--- src/rtl/fpu_issue_collect.sv ---
// ============================================================================
//  Module   : fpu_issue_collect
//  Brief    : Issue/collect shell around a fixed-latency FP add/sub unit with
//             credit-checked result FIFO. Optional sticky ov/un flags are
//             built when FPU_STICKY_FLAGS_EN is defined.
//  Revision : 1.0 - initial release
// ============================================================================
`default_nettype none

module fpu_issue_collect #(
    parameter int NUM_OP  = 1,
    parameter int FPU_LAT = 2,
    parameter int DEPTH   = 4,
    parameter int CNT_W   = $clog2(DEPTH + 1)
) (
    input  logic              i_clk,
    input  logic              i_rst,
    input  logic              i_op_valid,
    output logic              o_op_ready,
    input  logic [NUM_OP-1:0] i_op_add_sub,
    input  logic [31:0]       i_op_a,
    input  logic [31:0]       i_op_b,
    output logic [NUM_OP-1:0] o_fpu_add_sub,
    output logic [31:0]       o_fpu_a,
    output logic [31:0]       o_fpu_b,
    input  logic [31:0]       i_fpu_s,
    input  logic              i_fpu_ov,
    input  logic              i_fpu_un,
    output logic              o_res_valid,
    input  logic              i_res_ready,
    output logic [31:0]       o_res_s,
    output logic              o_res_ov,
    output logic              o_res_un,
    output logic [CNT_W-1:0]  o_count
`ifdef FPU_STICKY_FLAGS_EN
    ,
    output logic              o_sticky_ov,
    output logic              o_sticky_un,
    input  logic              i_sticky_clr
`endif
);

    localparam int AW = $clog2(DEPTH);
    localparam int PW = AW + 1;
    localparam int EW = 34;

    logic              op_ready_q;
    logic [NUM_OP-1:0] fpu_add_sub_q;
    logic [31:0]       fpu_a_q;
    logic [31:0]       fpu_b_q;
    logic [FPU_LAT-1:0] vpipe_q;
    logic [FPU_LAT-1:0] vpipe_d;
    logic [PW-1:0]     wr_ptr_q;
    logic [PW-1:0]     rd_ptr_q;
    logic [CNT_W-1:0]  count_q;
    logic [CNT_W-1:0]  count_d;
    logic [EW-1:0]     mem_q [DEPTH];

    logic              w_fire;
    logic              w_pop;
    logic              w_push;
    logic              w_empty;
    logic              w_full;
    logic              w_ready_d;
    logic [EW-1:0]     w_head;

    assign w_fire  = i_op_valid & op_ready_q;
    assign w_empty = (wr_ptr_q == rd_ptr_q);
    assign w_full  = (wr_ptr_q[AW] != rd_ptr_q[AW]) &&
                     (wr_ptr_q[AW-1:0] == rd_ptr_q[AW-1:0]);
    assign w_pop   = ~w_empty & i_res_ready;
    assign w_push  = vpipe_q[FPU_LAT-1];

    // Credits cover both FIFO entries and ops still inside the FPU pipe.
    assign count_d   = count_q + CNT_W'(w_fire) - CNT_W'(w_pop);
    assign w_ready_d = (count_d < CNT_W'(DEPTH));

    generate
        if (FPU_LAT == 1) begin : g_lat1
            assign vpipe_d = w_fire;
        end else begin : g_latn
            assign vpipe_d = {vpipe_q[FPU_LAT-2:0], w_fire};
        end
    endgenerate

    always_ff @(posedge i_clk) begin
        if (i_rst) begin
            op_ready_q    <= 1'b0;
            fpu_add_sub_q <= '0;
            fpu_a_q       <= '0;
            fpu_b_q       <= '0;
            vpipe_q       <= '0;
            wr_ptr_q      <= '0;
            rd_ptr_q      <= '0;
            count_q       <= '0;
        end else begin
            op_ready_q <= w_ready_d;
            if (w_fire) begin
                fpu_add_sub_q <= i_op_add_sub;
                fpu_a_q       <= i_op_a;
                fpu_b_q       <= i_op_b;
            end
            vpipe_q <= vpipe_d;
            if (w_push) wr_ptr_q <= wr_ptr_q + PW'(1);
            if (w_pop)  rd_ptr_q <= rd_ptr_q + PW'(1);
            count_q <= count_d;
        end
    end

    // Storage needs no reset: entries are only read between valid pointers.
    always_ff @(posedge i_clk) begin
        if (w_push) mem_q[wr_ptr_q[AW-1:0]] <= {i_fpu_un, i_fpu_ov, i_fpu_s};
    end

    assign w_head = mem_q[rd_ptr_q[AW-1:0]];

    assign o_op_ready    = op_ready_q;
    assign o_fpu_add_sub = fpu_add_sub_q;
    assign o_fpu_a       = fpu_a_q;
    assign o_fpu_b       = fpu_b_q;
    assign o_res_valid   = ~w_empty;
    assign o_res_s       = w_empty ? 32'h0 : w_head[31:0];
    assign o_res_ov      = ~w_empty & w_head[32];
    assign o_res_un      = ~w_empty & w_head[33];
    assign o_count       = count_q;

`ifdef FPU_STICKY_FLAGS_EN
    logic sticky_ov_q;
    logic sticky_un_q;

    always_ff @(posedge i_clk) begin
        if (i_rst) begin
            sticky_ov_q <= 1'b0;
            sticky_un_q <= 1'b0;
        end else begin
            sticky_ov_q <= (sticky_ov_q & ~i_sticky_clr) | (w_push & i_fpu_ov);
            sticky_un_q <= (sticky_un_q & ~i_sticky_clr) | (w_push & i_fpu_un);
        end
    end

    assign o_sticky_ov = sticky_ov_q;
    assign o_sticky_un = sticky_un_q;
`endif

    a_no_push_when_full: assert property (@(posedge i_clk) disable iff (i_rst)
        !(w_push && w_full));

endmodule

`default_nettype wire

--- config.mk ---
export PLATFORM = sky130hd
export DESIGN_NAME = fpu_issue_collect
export DESIGN_NICKNAME = d
export VERILOG_FILES = /design/src/rtl/fpu_issue_collect.sv
export SDC_FILE = /design/constraint.sdc
export NUM_CORES = 1
export LEC_CHECK = 0
export ABC_AREA = 1
export CORE_MARGIN = 2
export CORE_UTILIZATION = 45
export CTS_CLUSTER_DIAMETER = 60
export DETAILED_ROUTE_END_ITERATION = 6
export PLACE_DENSITY = 0.82
export SETUP_SLACK_MARGIN = 0.15
export SYNTH_ARGS = -nofsm -noshare
export SYNTH_HDL_FRONTEND = slang
export SYNTH_SLANG_ARGS = --single-unit
--- constraint.sdc ---
create_clock -name i_clk -period 6.1 [get_ports i_clk]
set_input_delay 0.61 -clock i_clk [delete_from_list [all_inputs] [get_ports i_clk]]
set_output_delay 0.61 -clock i_clk [all_outputs]
set_load 0.05 [all_outputs]
==> results of run 1 <==
## power by group through the flow
stage	Combinational [mW]	Sequential, mW	Clock (mW)
floorplan	0.860	2.13	0
global placement	1.74	1.76	0
detailed placement	1.76	1.77	0
CTS	1.77	1.74	1.42
global route	1.87	1.76	1.48
finish	1.75	1.74	1.38
## cells in the mapped netlist (all sizes together)
cell    count
fa          1
nand3       4
inv        21
and2        1
edfxtp    136
dfxtp      79
nor2      276
o21ai     136
ha          7
buf        27
xor2        1
a21oi      40
clkbuf     19
nand2      15
xnor2       2
## stage by stage
stage / instances / power, mW / worst slack (ns)
floorplan: 765 / 2.99 / 3.43
global placement: 1163 / 3.51 / 3.04
detailed placement: 1163 / 3.53 / 3.00
CTS: 1203 / 4.93 / 2.46
global route: 1203 / 5.11 / 2.28
finish: 1204 / 4.88 / 2.50
## worst reg2reg max path: stages (launching register included)
cell                      delay [ns]
sky130_fd_sc_hd__dfxtp_1        0.35
sky130_fd_sc_hd__inv_2          0.09
sky130_fd_sc_hd__nand2_1        0.05
sky130_fd_sc_hd__nand2_1        0.07
sky130_fd_sc_hd__nand3_2        0.18
sky130_fd_sc_hd__inv_4          0.42
sky130_fd_sc_hd__nor2_1         0.11
sky130_fd_sc_hd__ha_1           0.29
sky130_fd_sc_hd__inv_1          0.05
sky130_fd_sc_hd__ha_1           0.13
sky130_fd_sc_hd__inv_1          0.05
sky130_fd_sc_hd__fa_1           0.38
sky130_fd_sc_hd__xnor2_1        0.19
sky130_fd_sc_hd__xor2_1         0.19
sky130_fd_sc_hd__and2_1         0.14
## logic make-up (layout without fill, tap and decap cells)
kind of cell | count (synthesis) | after routing | share of synthesized area, %
AND/OR/NAND/NOR | 296 | 296 | 13.7
adder cells (fa/ha/maj) | 8 | 8 | 1.31
XOR/XNOR | 3 | 3 | 0.320
flip-flops | 215 | 215 | 69.1
buffers and inverters | 67 | 276 | 4.39
AO/OA/AOI/OAI | 176 | 176 | 11.2
other | 0 | 1 | 0
## worst max path at each step
stage / from / to / slack [ns] / cells past startpoint
2_1_floorplan: wr_ptr_q[0] / o_op_ready / 3.43 / 15
3_3_place_gp: flip-flop / o_res_s[27] / 3.04 / 5
3_5_place_dp: flip-flop / o_res_s[13] / 3.00 / 5
4_1_cts: flip-flop / o_res_s[13] / 2.46 / 5
5_1_grt: flip-flop / o_res_s[13] / 2.28 / 5
6_report: flip-flop / o_res_s[13] / 2.50 / 5
## state kept, by name, indices dropped and copies added, names as in the netlist, named ones only
signal and flops:
wr_ptr_q 3, o_fpu_add_sub 1, mem_q 136, vpipe_q 2
o_op_ready 1, o_count 3, o_fpu_b 32, rd_ptr_q 3
o_fpu_a 32
## metal layers
metal  track usage (%)  wire (µm)
met5                 0          0
met4              7.76        638
met3              6.46       1810
met2              33.2       9170
met1              22.5       7440
## final cells by class
type,instances,area [µm²]
Fill cell,1412,6790
Sequential cell,215,5670
Multi-Input combinational cell,483,2180
Timing Repair Buffer,215,2130
Clock buffer,28,596
Tap cell,229,287
Clock inverter,12,169
Inverter,21,83.8
Antenna cell,1,2.50
==> impl_summary.log, run 1 <==
INFO  metric cts_made_buffers = 22
INFO  metric initial_core_util = 45.8%
INFO  metric power_frac_seq = 35.7%
INFO  metric worst_slew_pin_slew = 0.719 ns
INFO  metric grt.total_usage = 19.4%
INFO  metric grt_first_pass_wirelength = 29900 µm
INFO  metric fin_worst_skew = 0.00851 ns
INFO  metric vdd_drop_max = 0.000303 V
INFO  metric reg2reg_from = wr_ptr_q[1]
INFO  metric report.final.slew_viol_count = 0
INFO  metric pwr_density_cell = 439 nW/µm²
INFO  metric die_width = 139 µm
INFO  metric fp.dieArea = 19300 µm²
INFO  metric die_y = 139 µm
INFO  metric synth.lib_cells_used.distinct = 24
INFO  metric vias = 6015
INFO  metric cts_root_cell = sky130_fd_sc_hd__clkbuf_16
INFO  metric switchingPower = 1.79 mW
INFO  metric endpoint_kind = output pin
INFO  metric port_buffers = 206
INFO  metric worst-r2r-cell-count = 14
INFO  metric netlist_top_cells_area = sky130_fd_sc_hd__edfxtp_1, sky130_fd_sc_hd__dfxtp_1, sky130_fd_sc_hd__nor2_1
INFO  metric ant_nets = 0
INFO  metric static-leakage-power = 3.97 nW
INFO  metric utilization = 62.1%
INFO  metric most-common-layout-cells = sky130_fd_sc_hd__nor2_1, sky130_fd_sc_hd__clkdlybuf4s50_1, sky130_fd_sc_hd__edfxtp_1
INFO  metric grt_remaining_overflow = 0
INFO  metric layout.cell_area.non_filler = 11100 µm²
INFO  metric mean_number_of_vias_per_cell = 5.00
INFO  metric routed_wl = 19100 µm
INFO  metric via_count_of_the_first_global_routing_pass = 5873
INFO  metric post_route_cells_drive_above_1_share = 6.57%
INFO  metric floorplan.io_pins = 207
INFO  metric fp.coreArea = 17900 µm²
INFO  metric detail_route.first_pass.iterations = 5
INFO  metric final.min_clock_period = 3.60 ns
INFO  metric maximum_number_of_pins_on_one_net_before_global_route_repair = 70
INFO  metric fin_nets = 1069
INFO  metric crit_family = buffers and inverters
INFO  metric place.gp.congestion = 0.775
INFO  metric cts_tree = done
INFO  metric post-synth-top-area-fraction = 49.8%
INFO  metric final-hold-violation-count = 0
INFO  metric yosysWarnings = 0
INFO  metric timing.setup.tns = 0 ns
INFO  metric timing.hold.worst_path_depth = 2
INFO  metric crit_required = 5.49 ns
INFO  metric crit_path_max_fanout = 69
INFO  metric post_cts_buffers = 0
INFO  metric intPower = 3.08 mW
INFO  metric worstPathBufferInverterCount = 3
INFO  metric fmax = 278 MHz
INFO  metric cts.htree.levels = 1
INFO  metric antenna_found_initial = 0
INFO  metric postSynthRegisterBits = 215
INFO  metric yosysTopAreaCell = sky130_fd_sc_hd__edfxtp_1
INFO  metric worst_case_hold_path_end_point = vpipe_q[1]
INFO  metric post_cts_resized = 0
INFO  metric min_period_over_period = 59.0%
INFO  metric combinationalPowerShare = 35.9%
INFO  metric syn-cell-area = 8200 µm²
INFO  metric cts-root-to-sink-buffers = 3
INFO  metric routedWlPerCell = 15.8 µm
INFO  metric seq_area_frac_synth = 69.1%
INFO  metric final_common_cell = sky130_fd_sc_hd__nor2_1
INFO  metric hold_path.startpoint = vpipe_q[0]
INFO  metric synth.avg_cell_area = 10.7 µm²
INFO  metric setup.worst_path.class = flip-flop to output pin
INFO  metric worst_setup_hold_path_clk_slew = 0.06 ns
INFO  metric postCtsHoldBufs = 0
INFO  metric critical_path.cell_chain = buf_4 > inv_4 > o21ai_0 > a21oi_1 > clkdlybuf4s50_1
INFO  metric pwr-share-clk = 28.4%
INFO  metric floorplan.rows = 49
INFO  metric drc = 0
INFO  metric worstPathArrival = 2.99 ns
INFO  metric crit_path_start_kind = flip-flop
INFO  metric detail_route.iter0.violations = 377
INFO  metric tightest_hold_check_type = flip-flop to flip-flop
INFO  metric reg2reg_to = o_op_ready
INFO  metric area_growth = 35.5%
INFO  metric rsz0062_at_grt = no
INFO  metric setup_viol = 0
INFO  metric status = completed
INFO  metric p_sw_share = 36.8%
INFO  metric critPathSlowestCell = sky130_fd_sc_hd__clkdlybuf4s50_1
INFO  metric postSynthCellCount = 765
INFO  metric drv.max_cap_violation_count = 0
INFO  metric place_area = 10300 µm²
INFO  metric postSynthNetCount = 876
INFO  metric half_perimeter_wire_length_of_the_detailed_placement_result = 11900 µm
INFO  metric critPathMaxStageDelay = 0.84 ns
INFO  metric slew_headroom = 52.1%
INFO  metric cts.sink_count = 215
INFO  metric regToRegSetupSlack = 3.35 ns
INFO  metric clk-insertion-delay-late = 0.50 ns
INFO  metric hold_slack = 0.399 ns
Power figures use the tool's default switching activity.
==> run 2, diff against run 1 <==
- clock period: 6.1 -> 3.4 ns (I/O delays scaled with it)
==> run 2 against run 1 <==
  * Wire length is 3.6% higher
  * Power is 85% higher
  * Clock skew is 0.0023 ns higher
  * Worst setup slack worse by 1.9 ns
  * Critical path depth stayed put
  * Via count is 0.32% higher
  * Global-route usage is 0.61 points higher
  * Non-clock buffer count is 1 higher
  * Register-to-register slack worse by 2.2 ns
==> impl_summary.log, run 2 (same netlist as run 1, synthesis figures left out) <==
INFO  metric critical_path.cell_chain = inv_2 > nor2_1 > o21ai_0 > a21oi_1 > buf_12
INFO  metric routedWlPerCell = 16.4 µm
INFO  metric endpoint_kind = output pin
INFO  metric cts_tree = done
INFO  metric min_period_over_period = 83.5%
INFO  metric post_route_cells_drive_above_1_share = 9.54%
INFO  metric initial_core_util = 45.8%
INFO  metric drc = 0
INFO  metric worst-r2r-cell-count = 12
INFO  metric detail_route.iter0.violations = 381
INFO  metric cts_made_buffers = 22
INFO  metric tightest_hold_check_type = flip-flop to flip-flop
INFO  metric static-leakage-power = 4.10 nW
INFO  metric post_layout_nonfiller_instances = 1204
INFO  metric largest_reg_flops = 136
INFO  metric cts.sink_count = 215
INFO  metric layout.cell_area.non_filler = 11400 µm²
INFO  metric die_y = 139 µm
INFO  metric area_growth = 38.9%
INFO  metric die_width = 139 µm
INFO  metric critPathCapture = o_res_s[0]
INFO  metric cts-root-to-sink-buffers = 3
INFO  metric report.final.slew_viol_count = 0
INFO  metric worstPathArrival = 2.50 ns
INFO  metric port_buffers = 206
INFO  metric worst_setup_hold_path_clk_slew = 0.06 ns
INFO  metric fillerInstances = 1368
INFO  metric place.gp.congestion = 0.787
INFO  metric drv.max_cap_violation_count = 0
INFO  metric final.min_clock_period = 2.84 ns
INFO  metric ant_nets = 0
INFO  metric pwr_density_cell = 790 nW/µm²
INFO  metric crit_path_start_kind = flip-flop
INFO  metric rsz0062_at_grt = no
INFO  metric slew_headroom = 27.5%
INFO  metric status = completed
INFO  metric fp.dieArea = 19300 µm²
INFO  metric fp.coreArea = 17900 µm²
INFO  metric reg2reg_from = rd_ptr_q[2]
INFO  metric setup.worst_path.class = flip-flop to output pin
INFO  metric fin_nets = 1070
INFO  metric floorplan.rows = 49
INFO  metric critPathSlowestCell = sky130_fd_sc_hd__dfxtp_1
INFO  metric timing.setup.tns = 0 ns
INFO  metric critPathMaxStageDelay = 0.71 ns
INFO  metric routed_wl = 19800 µm
INFO  metric vias = 6034
INFO  metric most-common-layout-cells = sky130_fd_sc_hd__nor2_1, sky130_fd_sc_hd__clkdlybuf4s50_1, sky130_fd_sc_hd__edfxtp_1
INFO  metric fmax = 352 MHz
INFO  metric postCtsHoldBufs = 0
INFO  metric reg2reg_to = o_op_ready
INFO  metric dpl.cell_count = 1164
INFO  metric post_cts_buffers = 0
INFO  metric final-hold-violation-count = 0
INFO  metric maximum_number_of_pins_on_one_net_before_global_route_repair = 69
INFO  metric hold_slack = 0.408 ns
INFO  metric regToRegSetupSlack = 1.11 ns
INFO  metric grt.total_usage = 20.0%
INFO  metric antenna_found_initial = 0
INFO  metric final_common_cell = sky130_fd_sc_hd__nor2_1
INFO  metric post_cts_resized = 0
INFO  metric mean_number_of_vias_per_cell = 5.01
INFO  metric detail_route.first_pass.iterations = 4
INFO  metric final_critical_path_setup_slack = 0.560 ns
INFO  metric setup_viol = 0
INFO  metric worst_slew_pin_slew = 1.09 ns
INFO  metric utilization = 63.7%
INFO  metric floorplan.io_pins = 207
INFO  metric insertedDiodeCount = 0
INFO  metric via_count_of_the_first_global_routing_pass = 6063
INFO  metric vdd_drop_max = 0.000577 V
INFO  metric grt_remaining_overflow = 0
INFO  metric half_perimeter_wire_length_of_the_detailed_placement_result = 12800 µm
INFO  metric place_area = 10700 µm²
INFO  metric grt_first_pass_wirelength = 30900 µm
INFO  metric cts_root_cell = sky130_fd_sc_hd__clkbuf_16
INFO  metric crit_required = 3.06 ns
INFO  metric fin_worst_skew = 0.0108 ns
INFO  metric crit_path_max_fanout = 34
INFO  metric power.total = 9.00 mW
INFO  metric pre_cts_slack = 0.909 ns
INFO  metric cts.htree.levels = 1
INFO  metric clk-insertion-delay-late = 0.49 ns
[run 2: cell types whose count changed in the layout (fill, tap and decap cells not counted), moves of 3 or more]
| cell | previous run | this run |
|---|---|---|
| sky130_fd_sc_hd__clkdlybuf4s50_1 | 206 | 172 |
| sky130_fd_sc_hd__buf_12 | 0 | 34 |
| sky130_fd_sc_hd__clkbuf_1 | 2 | 5 |
| sky130_fd_sc_hd__clkinv_1 | 2 | 5 |
[run 2: power breakdown]
part           switching (mW)  internal (mW)  total, mW
combinational            2.22           1.29       3.51
clock                   0.938           1.39       2.32
sequential              0.161           3.00       3.17
[run 2: worst min path at each step]
stage	startpoint	end	slack [ns]	depth (start not counted)
5_1_grt	vpipe_q[0]	vpipe_q[1]	0.44	2
2_1_floorplan	vpipe_q[0]	vpipe_q[1]	0.39	2
4_1_cts	vpipe_q[0]	vpipe_q[1]	0.41	2
3_5_place_dp	vpipe_q[0]	vpipe_q[1]	0.40	2
3_3_place_gp	vpipe_q[0]	vpipe_q[1]	0.39	2
6_report	vpipe_q[0]	vpipe_q[1]	0.41	2
[run 2: final cells by class]
cell class	instances	area (µm²)	share of cell area, %
flip-flops and latches	215	5670	49.7
repair buffers	216	2480	21.7
multi-input cells	483	2180	19.1
clock buffers	28	594	5.22
well taps	229	287	2.51
clock inverters	12	109	0.955
inverters	21	83.8	0.736
[run 2: per-layer routing]
metal	track usage [%]	share of wire, %	vias to the layer above
li1	-	-	2967
met1	22.4	37	2782
met2	35.4	50	248
met3	6.77	10	37
met4	7.18	3.2	0
met5	0	0	-
[run 2: critical path, delay by kind of cell (launching register included)]
family | cells | cell delay, ns
AND/OR/NAND/NOR | 1 | 0.18
buffers and inverters | 2 | 0.66
flip-flops | 1 | 0.71
AO/OA/AOI/OAI | 2 | 0.45
